## config.mk

```make
export PLATFORM = sky130hd
export DESIGN_NAME = text_buffer_reader_flat
export DESIGN_NICKNAME = d
export VERILOG_FILES = /design/src/rtl/text_pkg.sv /design/src/rtl/text_buffer_reader_if.sv /design/src/rtl/text_buffer_reader.sv /design/src/flat_wrapper.sv
export SDC_FILE = /design/constraint.sdc
export NUM_CORES = 1
export LEC_CHECK = 0
export ABC_AREA = 0
export CORE_MARGIN = 1.5
export CORE_UTILIZATION = 37
export CTS_CLUSTER_SIZE = 20
export DETAILED_ROUTE_END_ITERATION = 8
export PLACE_DENSITY = 0.68
export REMOVE_ABC_BUFFERS = 1
export SLEW_MARGIN = 20
export SYNTH_ARGS = -nofsm -noshare
export SYNTH_HDL_FRONTEND = slang
export SYNTH_SLANG_ARGS = --single-unit
```

## constraint.sdc

```tcl
create_clock -name clk -period 2.4 [get_ports clk]
set_clock_uncertainty 0.05 [all_clocks]
set_input_delay 0.36 -clock clk [delete_from_list [all_inputs] [get_ports clk]]
set_output_delay 0.36 -clock clk [all_outputs]
set_load 0.03 [all_outputs]
```

## src/rtl/text_pkg.sv

```systemverilog
// Shared character constants and reader FSM state type for the text buffer.
package text_pkg;

  localparam logic [7:0] CHAR_CR  = 8'h0D;
  localparam logic [7:0] CHAR_LF  = 8'h0A;
  localparam logic [7:0] CHAR_NUL = 8'h00;

  typedef enum logic [2:0] {
    ST_IDLE,
    ST_READ,
    ST_WAIT,
    ST_SEND,
    ST_CR,
    ST_LF,
    ST_DONE
  } rd_state_e;

endpackage

```

## src/rtl/text_buffer_reader_if.sv

```systemverilog
// Byte-stream valid/ready link from the text buffer reader to a downstream sink.
interface text_buffer_reader_if #(
  parameter int DATA_WIDTH = 8
) ();
  logic [DATA_WIDTH-1:0] tx_data;
  logic                  tx_valid;
  logic                  tx_ready;

  modport master (output tx_data, output tx_valid, input tx_ready);
  modport slave  (input tx_data, input tx_valid, output tx_ready);
endinterface

```

## src/rtl/text_buffer_reader.sv

```systemverilog
// Row-major reader of the character buffer, streaming bytes with CR/LF per row.
// Optional macro TEXT_READER_SKIP_NUL_EN drops NUL cells from the stream.
module text_buffer_reader
  import text_pkg::*;
#(
  parameter int DATA_WIDTH = 8,
  parameter int ROWS       = 4,
  parameter int COLS       = 32
) (
  input  logic                    clk,
  input  logic                    rst_n,
  input  logic                    start,
  output logic                    busy,
  output logic                    done,
  output logic [$clog2(ROWS)-1:0] r_row,
  output logic [$clog2(COLS)-1:0] r_col,
  input  logic [DATA_WIDTH-1:0]   rdata,
  text_buffer_reader_if.master    tx
);

  localparam int RW = $clog2(ROWS);
  localparam int CW = $clog2(COLS);
  localparam logic [RW-1:0] ROW_LAST = RW'(ROWS - 1);
  localparam logic [CW-1:0] COL_LAST = CW'(COLS - 1);
  localparam logic [DATA_WIDTH-1:0] D_CR  = DATA_WIDTH'(CHAR_CR);
  localparam logic [DATA_WIDTH-1:0] D_LF  = DATA_WIDTH'(CHAR_LF);
  localparam logic [DATA_WIDTH-1:0] D_NUL = DATA_WIDTH'(CHAR_NUL);

  rd_state_e             state_q, state_d;
  logic [RW-1:0]         row_q, row_d;
  logic [CW-1:0]         col_q, col_d;
  logic [DATA_WIDTH-1:0] data_q, data_d;
  logic                  valid_q, valid_d;
  logic                  xfer;
  logic                  skip;

`ifdef TEXT_READER_SKIP_NUL_EN
  assign skip = (rdata == D_NUL);
`else
  assign skip = 1'b0;
`endif

  assign xfer = valid_q && tx.tx_ready;

  always_ff @(posedge clk or negedge rst_n) begin
    if (!rst_n) begin
      state_q <= ST_IDLE;
      row_q   <= '0;
      col_q   <= '0;
      data_q  <= '0;
      valid_q <= 1'b0;
    end else begin
      state_q <= state_d;
      row_q   <= row_d;
      col_q   <= col_d;
      data_q  <= data_d;
      valid_q <= valid_d;
    end
  end

  always_comb begin
    state_d = state_q;
    row_d   = row_q;
    col_d   = col_q;
    data_d  = data_q;
    valid_d = valid_q;
    case (state_q)
      ST_IDLE: begin
        if (start) begin
          state_d = ST_READ;
          row_d   = '0;
          col_d   = '0;
        end
      end
      ST_READ: state_d = ST_WAIT;
      ST_WAIT: begin
        // A skipped NUL advances exactly as a transferred byte would.
        if (skip) begin
          if (col_q == COL_LAST) begin
            state_d = ST_CR;
            data_d  = D_CR;
            valid_d = 1'b1;
          end else begin
            col_d   = col_q + 1'b1;
            state_d = ST_READ;
          end
        end else begin
          data_d  = rdata;
          valid_d = 1'b1;
          state_d = ST_SEND;
        end
      end
      ST_SEND: begin
        if (xfer) begin
          if (col_q == COL_LAST) begin
            state_d = ST_CR;
            data_d  = D_CR;
          end else begin
            col_d   = col_q + 1'b1;
            valid_d = 1'b0;
            state_d = ST_READ;
          end
        end
      end
      ST_CR: begin
        if (xfer) begin
          data_d  = D_LF;
          state_d = ST_LF;
        end
      end
      ST_LF: begin
        if (xfer) begin
          valid_d = 1'b0;
          if (row_q == ROW_LAST) begin
            state_d = ST_DONE;
          end else begin
            row_d   = row_q + 1'b1;
            col_d   = '0;
            state_d = ST_READ;
          end
        end
      end
      ST_DONE: state_d = ST_IDLE;
      default: state_d = ST_IDLE;
    endcase
  end

  assign busy        = (state_q != ST_IDLE);
  assign done        = (state_q == ST_DONE);
  assign r_row       = row_q;
  assign r_col       = col_q;
  assign tx.tx_data  = data_q;
  assign tx.tx_valid = valid_q;

endmodule

```

## src/flat_wrapper.sv

```systemverilog
// flat-port wrapper written by rule: the top's interface ports become plain ports
module text_buffer_reader_flat import text_pkg::*;
#(
  parameter int DATA_WIDTH = 8,
  parameter int ROWS       = 4,
  parameter int COLS       = 32
)
  (clk, rst_n, start, busy, done, r_row, r_col, rdata, tx_tx_data, tx_tx_valid, tx_tx_ready);
  text_buffer_reader_if #(.DATA_WIDTH(DATA_WIDTH)) tx_i ();
  input  logic clk;
  input  logic rst_n;
  input  logic start;
  output logic busy;
  output logic done;
  output logic [$clog2(ROWS)-1:0] r_row;
  output logic [$clog2(COLS)-1:0] r_col;
  input  logic [DATA_WIDTH-1:0] rdata;
  output wire logic [$bits(tx_i.tx_data)-1:0] tx_tx_data;
  output wire logic [$bits(tx_i.tx_valid)-1:0] tx_tx_valid;
  input wire logic [$bits(tx_i.tx_ready)-1:0] tx_tx_ready;
  assign tx_tx_data = tx_i.tx_data;
  assign tx_tx_valid = tx_i.tx_valid;
  assign tx_i.tx_ready = tx_tx_ready;
  text_buffer_reader #(.DATA_WIDTH(DATA_WIDTH), .ROWS(ROWS), .COLS(COLS)) u_core (.clk(clk), .rst_n(rst_n), .start(start), .busy(busy), .done(done), .r_row(r_row), .r_col(r_col), .rdata(rdata), .tx(tx_i));
endmodule
```

==> results by stage <==
Outcome:
- The run finished with clean final reports.

Final layout:
- The library cells used most frequently in the layout, excluding fill and tap cells, are 29 x sky130_fd_sc_hd__clkdlybuf4s50_1, 19 x sky130_fd_sc_hd__dfrtp_1, 9 x sky130_fd_sc_hd__a21oi_1.
- The final design instance area without fill is 1470 um^2.
- The number of nets in the layout is 161.
- For this run, the share of the core covered by cells in the final layout is 0.520.
- The growth of design area from synthesis to finish is 29.8%.
- The repair_antennas step left the layout with diodes totalling 0.
- The most common library cell in the layout ignoring fill and taps is sky130_fd_sc_hd__clkdlybuf4s50_1.
- The ratio of cells with drive above 1 in the final layout is 0.124.

Placement:
- Detailed placement ended at an HPWL of 1930 um.
- The setup slack after placement is 0.265 ns.
- At the end of routability-driven placement, the weighted congestion stood at between 0.8 and 0.9.
- Summing all placed instances gives a cell area of 1440 um^2.
- The number of I/O port buffers is 29.

Setup path:
- The worst setup path is captured at a flip-flop.
- The data required time of the worst path is 2.55 ns.
- The maximum fanout encountered on the critical timing path is 8.
- For the worst setup path, the data arrival time is 2.31 ns.
- For this design, the slowest cell found on the critical path is sky130_fd_sc_hd__dfrtp_1.
- The endpoint identified for the worst register-to-register timing path is u_core.tx.tx_data[1].
- The class of the most critical setup path is reg2reg.
- Walking the worst path, the cells encountered are ha_1 > and3_1 > ha_1 > nand3_1 > a21oi_1 > a41oi_4 > mux2_4.
- Counting stages on the worst path, the most repeated cell is sky130_fd_sc_hd__ha_1.
- For this run, the slowest stage of the critical path takes 0.44 ns.
- STA classifies the critical path startpoint as a flip-flop.
- The worst register-to-register path begins at u_core.r_col[0].
- Across all register-to-register paths, the minimum setup slack is about 0.24 ns.
- The cell count of the worst reg-to-reg path is 7.

Route:
- The per-cell via count in the routed design is around 5.7.
- The routed layout has a little over 1,000 vias.
- The number of antenna-violating nets in the routed design is 0.
- The DRC violation total after the first TritonRoute iteration is 26.
- For this block, the routed nets add up to 2660 um of wire.
- In the routed design, unresolved DRC markers number 0.
- The first detailed-routing pass ran for 4 iterations.
- The wire length per cell is 15.1 um.

GRT:
- The met3 track demand over resource in global routing is 0.0330.
- For met2 alone, demand over resource in global routing was 0.265.
- The total global-route track usage is 0.174.
- The global route total overflow is 0.
- The global-route met1 utilization is 0.235.
- The number of global-route vias before repair is ~970.
- The most used routing layer in global routing is met2.
- The global-route wire length before repair is 4530 um.
- The initial antenna violation count is 0.
- The pin count of the biggest net entering global routing is 21.

Timing:
- The final number of hold-violating endpoints came to 0.
- After layout, the worst setup slack is 0.240 ns.
- The total count of max-transition violations in the final report is 0.
- The upper clock frequency limit is about 460 MHz.
- For the pin with the worst max-slew slack, the measured transition is 0.397 ns.
- The final cycle utilization of the critical path is 0.900.
- Measured against its own limit, the worst slew margin works out to 0.735.
- Setup repair after global routing left no endpoint under its margin.
- Counting I/O delays and the setup requirement, the final critical path takes approximately 2.2 ns.
- Setup violations remaining at the end of the flow were counted as 0.
- In the final timing run, aggregate negative setup slack is 0 ns.

Power and ir drop:
- The leakage dissipation is 0.000692 uW.
- The total power of the final layout is roughly 520 uW.
- The peak supply drop is 0.130 mV.
- The power per unit of standard cell area is 356 nW/um^2.

Clock tree:
- The clock-pin slew reported for the worst setup and hold paths after clock tree synthesis is around 0.11 ns.
- The buffer depth of the longest clock path is 2.
- After clock tree synthesis, the repair step resized 0 gates.
- The sink count of the clock tree is 19.
- The clock buffer count from CTS is 3.
- After clock tree synthesis, the setup repair step added 0 buffers.
- The number of levels in the clock H-tree is 1.
- The tree is rooted in a sky130_fd_sc_hd__clkbuf_4.
- The clock insertion delay at the later pin of the skew report is 0.30 ns.
- The TritonCTS clock tree is done.
- The post-cts hold buffer count is 0.

Yosys:
- In this run, synthesis produced a sequential element count of 19.
- The synthesized instance count is 114.
- The synthesized design spends more area on one cell type than any other, namely sky130_fd_sc_hd__dfrtp_1.
- The part of the Yosys area used for sequential elements is 0.420.
- The post-synthesis area per instance is 9.93 um^2.
- The portion of synthesized cell area occupied by the leading cell type is 0.420.
- The cell area after synthesis is between 1000 and 1500 um^2.
- The synthesis warning total is 0.
- The number of distinct standard cells referenced by the synthesized netlist is just over 40.
- In the post-synthesis netlist, the biggest area contributors are sky130_fd_sc_hd__dfrtp_1 42%, sky130_fd_sc_hd__a21oi_1 4.0%, sky130_fd_sc_hd__a21o_1 3.3%, sky130_fd_sc_hd__ha_1 3.3%, sky130_fd_sc_hd__and4_1 3.1%.

Die:
- The horizontal die dimension is 58.3 um.
- The total area inside the core boundary comes to 2830 um^2.
- The top-level port count is 30.
- The vertical extent of the die is 58.3 um.
- The area of the die is 3400 um^2.
- For this configuration, the core starts out at a cell density of 0.400.
- The number of cell rows is 19.

Hold path:
- The worst min-delay path class is in2async.

Flow run:
- The number of violations of the max-capacitance limit is 0.
-- through the flow --
stage	std cells	hold slack, ns
after floorplan	108	0.0144
after global placement	172	0.410
after detailed placement	172	0.414
after CTS	176	0.333
after global routing	176	0.338
final	176	0.325
-- flip-flops by register name, indices dropped and copies added (netlist names) --
signal	cells
u_core.r_col	5
u_core.r_row	2
u_core.state_q	3
u_core.tx.tx_data	8
u_core.tx.tx_valid	1
-- synth_stat cells (all sizes together) --
library cell	number
nand2	8
nor3	4
nand4	1
a22oi	2
mux2	2
nor4	3
o21ai	8
nor2	8
a31oi	3
a21bo	1
o221ai	1
nor2b	1
and3	2
a21oi	9
inv	6
a211oi	1
a41o	1
ha	3
and4	4
or3	1
nand3	2
nand2b	4
buf	6
dfrtp	19
nor3b	1
o22ai	2
a21o	5
a22o	2
nand4b	1
o32ai	1
a41oi	2
-- layout make-up --
| class | count | area [um^2] |
|---|---|---|
| clock buffer | 4 | 26.3 |
| fill | 266 | 1360 |
| inverter | 6 | 22.5 |
| multi-input combinational | 83 | 587 |
| sequential | 19 | 475 |
| tap | 31 | 38.8 |
| timing repair buffer | 33 | 320 |
-- how the worst max path moves through the flow --
stage	start	endpoint	slack (ns)	cells past startpoint
2_1_floorplan	u_core.r_col[0]	u_core.tx.tx_data[1]	0.25	7
3_3_place_gp	tx_tx_ready	u_core.r_col[2]	0.33	5
3_5_place_dp	u_core.r_col[0]	u_core.tx.tx_data[1]	0.27	7
4_1_cts	u_core.r_col[0]	u_core.tx.tx_data[1]	0.24	7
5_1_grt	u_core.r_col[0]	u_core.tx.tx_data[1]	0.14	7
6_report	u_core.r_col[0]	u_core.tx.tx_data[1]	0.24	7
-- worst max-delay path, delay by kind of cell (launching register included) --
kind / cells / cell delay [ns]
AND/OR/NAND/NOR: 2 / 0.27
adder cells (fa/ha/maj): 2 / 0.52
multiplexers: 1 / 0.33
flip-flops: 1 / 0.44
AO/OA/AOI/OAI: 2 / 0.44
-- report_power, final --
part / leakage, uW / switching (uW) / internal, uW
Combinational: 0.000435 / 15.6 / 20.0
Sequential: 0.000242 / 0.362 / 321
Clock: 0.0000150 / 101 / 64.9
Total: 0.000692 / 117 / 406
-- kinds of logic (layout without fill, tap and decap cells) --
logic type,Yosys count,after routing,synth area share
multiplexers,2,2,0.0232
flip-flops,19,19,0.420
buffers and inverters,12,43,0.0619
AO/OA/AOI/OAI,38,38,0.243
adder cells (fa/ha/maj),3,3,0.0332
AND/OR/NAND/NOR,40,40,0.219
-- metal layers --
metal / up-vias / wire length, um
li1: 493 / -
met1: 472 / 1220
met2: 35 / 1240
met3: 6 / 139
met4: 0 / 53
met5: - / 0
No activity file was read; power rests on OpenSTA's default activity.
